### config.mk
export PLATFORM = sky130hd
export DESIGN_NAME = muldiv_hilo_flat
export DESIGN_NICKNAME = d
export VERILOG_FILES = /design/src/rtl/muldiv_hilo_pkg.sv /design/src/rtl/muldiv_hilo_if.sv /design/src/rtl/muldiv_hilo_div_iter.sv /design/src/rtl/muldiv_hilo.sv /design/src/flat_wrapper.sv
export SDC_FILE = /design/constraint.sdc
export NUM_CORES = 2
export LEC_CHECK = 0
export CAP_MARGIN = 10
export CORE_MARGIN = 8
export CORE_UTILIZATION = 59
export CTS_CLUSTER_SIZE = 14
export DETAILED_ROUTE_END_ITERATION = 16
export PLACE_DENSITY = 0.8
export SYNTH_ARGS = -nofsm -noshare
export SYNTH_HDL_FRONTEND = slang
export SYNTH_SLANG_ARGS = --single-unit
### constraint.sdc
create_clock -name clk -period 8.6 [get_ports clk]
set_clock_uncertainty 0.2 [all_clocks]
set_input_delay 0.86 -clock clk [delete_from_list [all_inputs] [get_ports clk]]
set_output_delay 0.86 -clock clk [all_outputs]
set_load 0.005 [all_outputs]
### src/rtl/muldiv_hilo_pkg.sv
// Shared encodings for the HI/LO multiply/divide unit.
package muldiv_hilo_pkg;

    localparam int unsigned MC_W     = 4;
    localparam int unsigned MC_MULT  = 0;
    localparam int unsigned MC_MULTU = 1;
    localparam int unsigned MC_DIV   = 2;
    localparam int unsigned MC_DIVU  = 3;

    typedef enum logic [1:0] {
        ST_IDLE = 2'd0,
        ST_MUL  = 2'd1,
        ST_DIV  = 2'd2,
        ST_DZ   = 2'd3
    } state_e;

    typedef enum logic [1:0] {
        OP_MULT  = 2'd0,
        OP_MULTU = 2'd1,
        OP_DIV   = 2'd2,
        OP_DIVU  = 2'd3
    } op_e;

    // Resolve mul_control to a single op; lower bit positions win when several are set.
    function automatic op_e mc_decode(input logic [MC_W-1:0] mc);
        if (mc[MC_MULT]) begin
            return OP_MULT;
        end else if (mc[MC_MULTU]) begin
            return OP_MULTU;
        end else if (mc[MC_DIV]) begin
            return OP_DIV;
        end
        return OP_DIVU;
    endfunction

endpackage

### src/rtl/muldiv_hilo_if.sv
// Request / HI-LO bus between the EX stage and the multiply/divide unit.
interface muldiv_hilo_if
    import muldiv_hilo_pkg::*;
#(
    parameter int unsigned XLEN = 32
);
    logic [MC_W-1:0] mc;
    logic            in_valid;
    logic            in_ready;
    logic [XLEN-1:0] src_a;
    logic [XLEN-1:0] src_b;
    logic            wr_hi;
    logic            wr_lo;
    logic [XLEN-1:0] wr_data;
    logic            flush;
    logic            busy;
    logic            done;
    logic [XLEN-1:0] hi;
    logic [XLEN-1:0] lo;

    modport master (
        output mc, in_valid, src_a, src_b, wr_hi, wr_lo, wr_data, flush,
        input  in_ready, busy, done, hi, lo
    );

    modport slave (
        input  mc, in_valid, src_a, src_b, wr_hi, wr_lo, wr_data, flush,
        output in_ready, busy, done, hi, lo
    );
endinterface

### src/rtl/muldiv_hilo_div_iter.sv
// Restoring radix-2 divider on unsigned magnitudes, one quotient bit per cycle.
module muldiv_hilo_div_iter #(
    parameter int unsigned XLEN = 32
) (
    input  logic            clk,
    input  logic            rst,
    input  logic            start_i,
    input  logic            abort_i,
    input  logic [XLEN-1:0] dividend_i,
    input  logic [XLEN-1:0] divisor_i,
    output logic            vld_o,
    output logic [XLEN-1:0] quo_o,
    output logic [XLEN-1:0] rem_o
);
    localparam int unsigned CNT_W = $clog2(XLEN + 1);

    logic             busy_q, busy_d;
    logic             vld_q, vld_d;
    logic [CNT_W-1:0] cnt_q, cnt_d;
    logic [XLEN-1:0]  quo_q, quo_d;
    logic [XLEN-1:0]  rem_q, rem_d;
    logic [XLEN-1:0]  dvs_q, dvs_d;
    logic [XLEN:0]    rem_sh;
    logic [XLEN:0]    diff;

    assign rem_sh = {rem_q, quo_q[XLEN-1]};
    assign diff   = rem_sh - {1'b0, dvs_q};

    // Load on start, then shift-subtract; vld pulses for one cycle after the last bit.
    always_comb begin
        busy_d = busy_q;
        vld_d  = 1'b0;
        cnt_d  = cnt_q;
        quo_d  = quo_q;
        rem_d  = rem_q;
        dvs_d  = dvs_q;
        if (abort_i) begin
            busy_d = 1'b0;
        end else if (start_i) begin
            busy_d = 1'b1;
            cnt_d  = CNT_W'(XLEN);
            quo_d  = dividend_i;
            rem_d  = '0;
            dvs_d  = divisor_i;
        end else if (busy_q) begin
            if (diff[XLEN]) begin
                rem_d = rem_sh[XLEN-1:0];
                quo_d = {quo_q[XLEN-2:0], 1'b0};
            end else begin
                rem_d = diff[XLEN-1:0];
                quo_d = {quo_q[XLEN-2:0], 1'b1};
            end
            cnt_d = cnt_q - CNT_W'(1);
            if (cnt_q == CNT_W'(1)) begin
                busy_d = 1'b0;
                vld_d  = 1'b1;
            end
        end
    end

    // Divider state registers.
    always_ff @(posedge clk or posedge rst) begin
        if (rst) begin
            busy_q <= 1'b0;
            vld_q  <= 1'b0;
            cnt_q  <= '0;
            quo_q  <= '0;
            rem_q  <= '0;
            dvs_q  <= '0;
        end else begin
            busy_q <= busy_d;
            vld_q  <= vld_d;
            cnt_q  <= cnt_d;
            quo_q  <= quo_d;
            rem_q  <= rem_d;
            dvs_q  <= dvs_d;
        end
    end

    assign vld_o = vld_q;
    assign quo_o = quo_q;
    assign rem_o = rem_q;

endmodule

### src/rtl/muldiv_hilo.sv
// Multi-cycle multiply/divide unit owning the HI/LO register pair.
module muldiv_hilo
    import muldiv_hilo_pkg::*;
#(
    parameter int unsigned XLEN    = 32,
    parameter int unsigned MUL_LAT = 2
) (
    input  logic           clk,
    input  logic           rst,
    muldiv_hilo_if.slave   bus
);
    localparam int unsigned PW    = 2 * XLEN;
    localparam int unsigned CNT_W = (MUL_LAT > 1) ? $clog2(MUL_LAT) : 1;

    state_e           state_q, state_d;
    op_e              op_q, op_d;
    logic [XLEN-1:0]  a_q, a_d, b_q, b_d;
    logic [XLEN-1:0]  hi_q, hi_d, lo_q, lo_d;
    logic             done_q, done_d;
    logic [CNT_W-1:0] cnt_q, cnt_d;

    logic             accept, sel_div, sel_signed, div_start, div_abort;
    op_e              op_sel;
    logic [XLEN-1:0]  mag_a, mag_b, div_quo, div_rem, quo_fix, rem_fix;
    logic             div_vld, quo_neg, rem_neg;
    logic [PW-1:0]    a_ext, b_ext, prod;

    assign accept     = bus.in_valid && (state_q == ST_IDLE) && (|bus.mc) && !bus.flush;
    assign op_sel     = mc_decode(bus.mc);
    assign sel_div    = (op_sel == OP_DIV) || (op_sel == OP_DIVU);
    assign sel_signed = (op_sel == OP_DIV);
    assign mag_a      = (sel_signed && bus.src_a[XLEN-1]) ? (~bus.src_a + XLEN'(1)) : bus.src_a;
    assign mag_b      = (sel_signed && bus.src_b[XLEN-1]) ? (~bus.src_b + XLEN'(1)) : bus.src_b;

    // Two's-complement product of the sign- or zero-extended latched operands.
    assign a_ext = (op_q == OP_MULT) ? {{XLEN{a_q[XLEN-1]}}, a_q} : {{XLEN{1'b0}}, a_q};
    assign b_ext = (op_q == OP_MULT) ? {{XLEN{b_q[XLEN-1]}}, b_q} : {{XLEN{1'b0}}, b_q};
    assign prod  = a_ext * b_ext;

    // Sign fix-up of the magnitude result; MIN/-1 wraps back to MIN naturally.
    assign quo_neg = (op_q == OP_DIV) && (a_q[XLEN-1] ^ b_q[XLEN-1]);
    assign rem_neg = (op_q == OP_DIV) && a_q[XLEN-1];
    assign quo_fix = quo_neg ? (~div_quo + XLEN'(1)) : div_quo;
    assign rem_fix = rem_neg ? (~div_rem + XLEN'(1)) : div_rem;

    muldiv_hilo_div_iter #(.XLEN(XLEN)) u_div_iter (
        .clk        (clk),
        .rst        (rst),
        .start_i    (div_start),
        .abort_i    (div_abort),
        .dividend_i (mag_a),
        .divisor_i  (mag_b),
        .vld_o      (div_vld),
        .quo_o      (div_quo),
        .rem_o      (div_rem)
    );

    // Next-state, HI/LO update and done generation.
    always_comb begin
        state_d   = state_q;
        op_d      = op_q;
        a_d       = a_q;
        b_d       = b_q;
        hi_d      = hi_q;
        lo_d      = lo_q;
        done_d    = 1'b0;
        cnt_d     = cnt_q;
        div_start = 1'b0;
        div_abort = 1'b0;
        case (state_q)
            ST_IDLE: begin
                if (bus.wr_hi) hi_d = bus.wr_data;
                if (bus.wr_lo) lo_d = bus.wr_data;
                if (accept) begin
                    op_d = op_sel;
                    a_d  = bus.src_a;
                    b_d  = bus.src_b;
                    if (!sel_div) begin
                        state_d = ST_MUL;
                        cnt_d   = CNT_W'(MUL_LAT - 1);
                    end else if (bus.src_b == '0) begin
                        state_d = ST_DZ;
                    end else begin
                        state_d   = ST_DIV;
                        div_start = 1'b1;
                    end
                end
            end
            ST_MUL: begin
                if (bus.flush) begin
                    state_d = ST_IDLE;
                end else if (cnt_q == '0) begin
                    hi_d    = prod[PW-1:XLEN];
                    lo_d    = prod[XLEN-1:0];
                    done_d  = 1'b1;
                    state_d = ST_IDLE;
                end else begin
                    cnt_d = cnt_q - CNT_W'(1);
                end
            end
            ST_DIV: begin
                if (bus.flush) begin
                    state_d   = ST_IDLE;
                    div_abort = 1'b1;
                end else if (div_vld) begin
                    hi_d    = rem_fix;
                    lo_d    = quo_fix;
                    done_d  = 1'b1;
                    state_d = ST_IDLE;
                end
            end
            ST_DZ: begin
                state_d = ST_IDLE;
                if (!bus.flush) begin
                    hi_d   = a_q;
                    lo_d   = '1;
                    done_d = 1'b1;
                end
            end
            default: state_d = ST_IDLE;
        endcase
    end

    // State and datapath registers.
    always_ff @(posedge clk or posedge rst) begin
        if (rst) begin
            state_q <= ST_IDLE;
            op_q    <= OP_MULT;
            a_q     <= '0;
            b_q     <= '0;
            hi_q    <= '0;
            lo_q    <= '0;
            done_q  <= 1'b0;
            cnt_q   <= '0;
        end else begin
            state_q <= state_d;
            op_q    <= op_d;
            a_q     <= a_d;
            b_q     <= b_d;
            hi_q    <= hi_d;
            lo_q    <= lo_d;
            done_q  <= done_d;
            cnt_q   <= cnt_d;
        end
    end

    assign bus.in_ready = (state_q == ST_IDLE);
    assign bus.busy     = (state_q != ST_IDLE);
    assign bus.done     = done_q;
    assign bus.hi       = hi_q;
    assign bus.lo       = lo_q;

endmodule

### src/flat_wrapper.sv
// flat-port wrapper written by rule: the top's interface ports become plain ports
module muldiv_hilo_flat import muldiv_hilo_pkg::*;
#(
    parameter int unsigned XLEN    = 32,
    parameter int unsigned MUL_LAT = 2
)
  (clk, rst, bus_mc, bus_in_valid, bus_src_a, bus_src_b, bus_wr_hi, bus_wr_lo, bus_wr_data, bus_flush, bus_in_ready, bus_busy, bus_done, bus_hi, bus_lo);
  muldiv_hilo_if #(.XLEN(XLEN)) bus_i ();
  input  logic clk;
  input  logic rst;
  input wire logic [$bits(bus_i.mc)-1:0] bus_mc;
  input wire logic [$bits(bus_i.in_valid)-1:0] bus_in_valid;
  input wire logic [$bits(bus_i.src_a)-1:0] bus_src_a;
  input wire logic [$bits(bus_i.src_b)-1:0] bus_src_b;
  input wire logic [$bits(bus_i.wr_hi)-1:0] bus_wr_hi;
  input wire logic [$bits(bus_i.wr_lo)-1:0] bus_wr_lo;
  input wire logic [$bits(bus_i.wr_data)-1:0] bus_wr_data;
  input wire logic [$bits(bus_i.flush)-1:0] bus_flush;
  output wire logic [$bits(bus_i.in_ready)-1:0] bus_in_ready;
  output wire logic [$bits(bus_i.busy)-1:0] bus_busy;
  output wire logic [$bits(bus_i.done)-1:0] bus_done;
  output wire logic [$bits(bus_i.hi)-1:0] bus_hi;
  output wire logic [$bits(bus_i.lo)-1:0] bus_lo;
  assign bus_i.mc = bus_mc;
  assign bus_i.in_valid = bus_in_valid;
  assign bus_i.src_a = bus_src_a;
  assign bus_i.src_b = bus_src_b;
  assign bus_i.wr_hi = bus_wr_hi;
  assign bus_i.wr_lo = bus_wr_lo;
  assign bus_i.wr_data = bus_wr_data;
  assign bus_i.flush = bus_flush;
  assign bus_in_ready = bus_i.in_ready;
  assign bus_busy = bus_i.busy;
  assign bus_done = bus_i.done;
  assign bus_hi = bus_i.hi;
  assign bus_lo = bus_i.lo;
  muldiv_hilo #(.XLEN(XLEN), .MUL_LAT(MUL_LAT)) u_core (.clk(clk), .rst(rst), .bus(bus_i));
endmodule
==> results_dict.tcl <==
set metrics [dict create \
    globalplace.congestion 1.04 \
    drc 0 \
    synth_cells 6828 \
    critPathCaptureType "register" \
    status "complete, but fails checks" \
    cp-start-kind "register" \
    drive_above_1_share 0.163 \
    slew-limit-headroom 0.286 \
    final_util 0.703 \
    num-nets-final 9262 \
    arrival_ns 9.29 \
    cts_htree_levels 1 \
    fp.dieW_um 342 \
    yosys_warnings 0 \
    finalWirelength_um 206000 \
    grt_use_total 0.354 \
    post_drt_wl_per_cell_um 23.4 \
    final_common_cell "inv_1" \
    cpMaxStageDelayCell "fa_2" \
    hold_path.class "reg2reg" \
    tightest_slew_ns 1.06 \
    grt_max_degree 103 \
    nFillCells 7615 \
    ys_seq_area_frac 0.0951 \
    num_rows 119 \
    final_cell_mix "inv_1, fa_1, nand2_1, buf_4, and2_1" \
    cts_buffers 28 \
    cts_root_buf "clkbuf_16" \
    hold_path_depth 2 \
    ys_seq_elements 238 \
    synth_edf_count 0 \
    synth_cell_types 78 \
    postSynthAreaPerCell_um2 9.17 \
    report.final.slew_viol_count 0 \
    drt_first_pass_iters 6 \
    grt_pass1_wl_um 319000 \
    grt-ovfl-total 0 \
    rr_endpoint "u_core.bus.hi[29]" \
    cts_hold_buf 0 \
    rrSetupSlack_ns -0.44 \
    max_cap_viol_count 0 \
    synthArstFlopShare 1.00 \
    hpwlAfterDp_um 169000 \
    antenna_found_initial 11 \
    clock.fmax_mhz 111 \
    syn_to_final_growth_pct 18.2 \
    fin_ws_ns -0.435 \
    clock_latency_ns 0.58 \
    min_to "u_core.bus.lo[7]" \
    syn_area_um2 62600 \
    vias 51200 \
    core-area_um2 105000 \
    synth_nets 8701 \
    die_area_um2 117000 \
    final_antenna_net_count 0 \
    drt_iter0_markers 4637 \
    yosys_most_used_dff "dfrtp_1" \
    slowest_delay_ns 0.65 \
    clk_pin_slew_ns 0.06 \
    portBuffers 172 \
    path_max_fanout 7 \
    ioPinCount 173 \
    worstRegToRegCells 31 \
    grt_pass1_vias 55900 \
    die_h_um 342 \
    multi_input_area_um2 51000 \
    hold_path_startpoint "u_core.bus.lo[7]" \
    fin_crit_sh 1.05 \
    regArea_um2 5980 \
    cts_max_path_buffers 3 \
    drt-vias-per-instance 5.82 \
    r2r-start "u_core.a_q[31]" \
    worstSetupPathType "reg2reg" \
    initial_core_util 0.595 \
    required_ns 8.85 \
    cts.sinks 238 \
    setup_viol 24 \
    finalHoldViolCount 0 \
    rsz0062_at_grt "true" \
    timing.final.crit_period_ns 9.04 \
    cts_tree "yes" \
    failed_checks "setup timing" \
]
-- metal layers --
metal  wire length (um)  up-vias  GRT usage
met2              97700     2719      0.579
met4              16300        6      0.220
met3              19200      825     0.0676
li1                   -    21600          -
met5                 40        -          0
met1              72900    26000      0.433
-- cells by family (layout without fill, tap and decap cells) --
family,after synthesis,in the layout,share of synthesized area
buf+inv,1948,2531,0.117
fa+ha+maj,1770,1770,0.524
flops,238,238,0.0951
mux,94,94,0.0163
compound gates,739,739,0.0744
xor+xnor,259,259,0.0362
simple gates,1780,1780,0.137
other cells,0,5,0
-- area by class of cell --
type | count | share of cell area
multi-input cells | 4642 | 0.689
repair buffers | 888 | 0.112
inverters | 1591 | 0.0810
flip-flops and latches | 238 | 0.0807
well taps | 1391 | 0.0235
clock buffers | 40 | 0.0113
clock inverters | 12 | 0.00210
diodes | 5 | 0.000169
-- repair_timing --
item,CTS,global route
gates resized for setup,260,182
setup buffers,50,26
pin swaps,141,138
setup endpoints to repair,33,39
gates cloned,2,1
-- worst max-delay path, delay by kind of cell (launching register included) --
| family | cells | cell delay [ns] |
|---|---|---|
| AND/OR/NAND/NOR | 4 | 0.76 |
| buffers and inverters | 10 | 0.99 |
| AO/OA/AOI/OAI | 5 | 0.83 |
| flip-flops | 1 | 0.39 |
| adder cells (fa/ha/maj) | 11 | 5.58 |
| XOR/XNOR | 1 | 0.17 |
-- sequential cells by signal (all words and copies together) (netlist names) --
register	cells
u_core.a_q	32
u_core.b_q	32
u_core.bus.done	1
u_core.bus.hi	32
u_core.bus.lo	32
u_core.cnt_q	1
u_core.op_q	2
u_core.state_q	2
u_core.u_div_iter.busy_q	1
u_core.u_div_iter.cnt_q	6
u_core.u_div_iter.dvs_q	32
u_core.u_div_iter.quo_o	32
u_core.u_div_iter.rem_o	32
u_core.u_div_iter.vld_o	1
-- synthesized netlist by cell type (all sizes together), types with 13 or more instances --
| library cell | n | area, um^2 |
|---|---|---|
| o22ai | 29 | 181 |
| nor2 | 194 | 736 |
| nor3 | 34 | 170 |
| a21oi | 208 | 1040 |
| xor2 | 86 | 753 |
| nor4 | 15 | 93.8 |
| dfrtp | 238 | 5960 |
| and3 | 17 | 106 |
| nand4 | 18 | 113 |
| or4 | 21 | 165 |
| ha | 343 | 4290 |
| xnor2 | 173 | 1520 |
| a31oi | 58 | 363 |
| and2 | 533 | 3330 |
| or3 | 28 | 185 |
| clkbuf | 330 | 1240 |
| a211oi | 51 | 383 |
| o31ai | 37 | 278 |
| o41ai | 19 | 166 |
| o21ai | 164 | 821 |
| o211ai | 15 | 113 |
| o21a | 14 | 105 |
| buf | 27 | 121 |
| nand3 | 42 | 210 |
| o21bai | 18 | 135 |
| a21o | 45 | 338 |
| nor2b | 13 | 81.3 |
| fa | 1424 | 28500 |
| nand2 | 828 | 3110 |
| mux2i | 28 | 280 |
| mux2 | 66 | 743 |
| inv | 1591 | 5970 |
-- how the worst max path moves through the flow --
stage	startpoint	end	slack, ns	depth (start not counted)
floorplan	u_core.a_q[31]	u_core.bus.hi[22]	-0.14	31
global placement	u_core.b_q[7]	u_core.bus.hi[12]	-0.59	29
global route	u_core.op_q[0]	u_core.bus.hi[10]	-0.62	31
CTS	u_core.op_q[1]	u_core.bus.hi[22]	-0.29	33
finish	u_core.a_q[31]	u_core.bus.hi[29]	-0.44	31
detailed placement	u_core.b_q[7]	u_core.bus.hi[12]	-0.63	29
-- through the flow --
stage	hold WS (ns)	instance area [um^2]	setup WS [ns]	TNS (ns)	std cells
floorplan	0.250	62800	-0.137	-0.407	6828
detailed placement	0.272	70700	-0.626	-10.82	8678
finish	0.287	74000	-0.435	-5.56	8807
CTS	0.286	73100	-0.288	-2.50	8779
global route	0.310	74000	-0.621	-11.77	8803
global placement	0.263	70700	-0.593	-8.08	8678
Power is not shown: default switching activity piles up to over one toggle a cycle in this logic, so the estimate is an artifact.
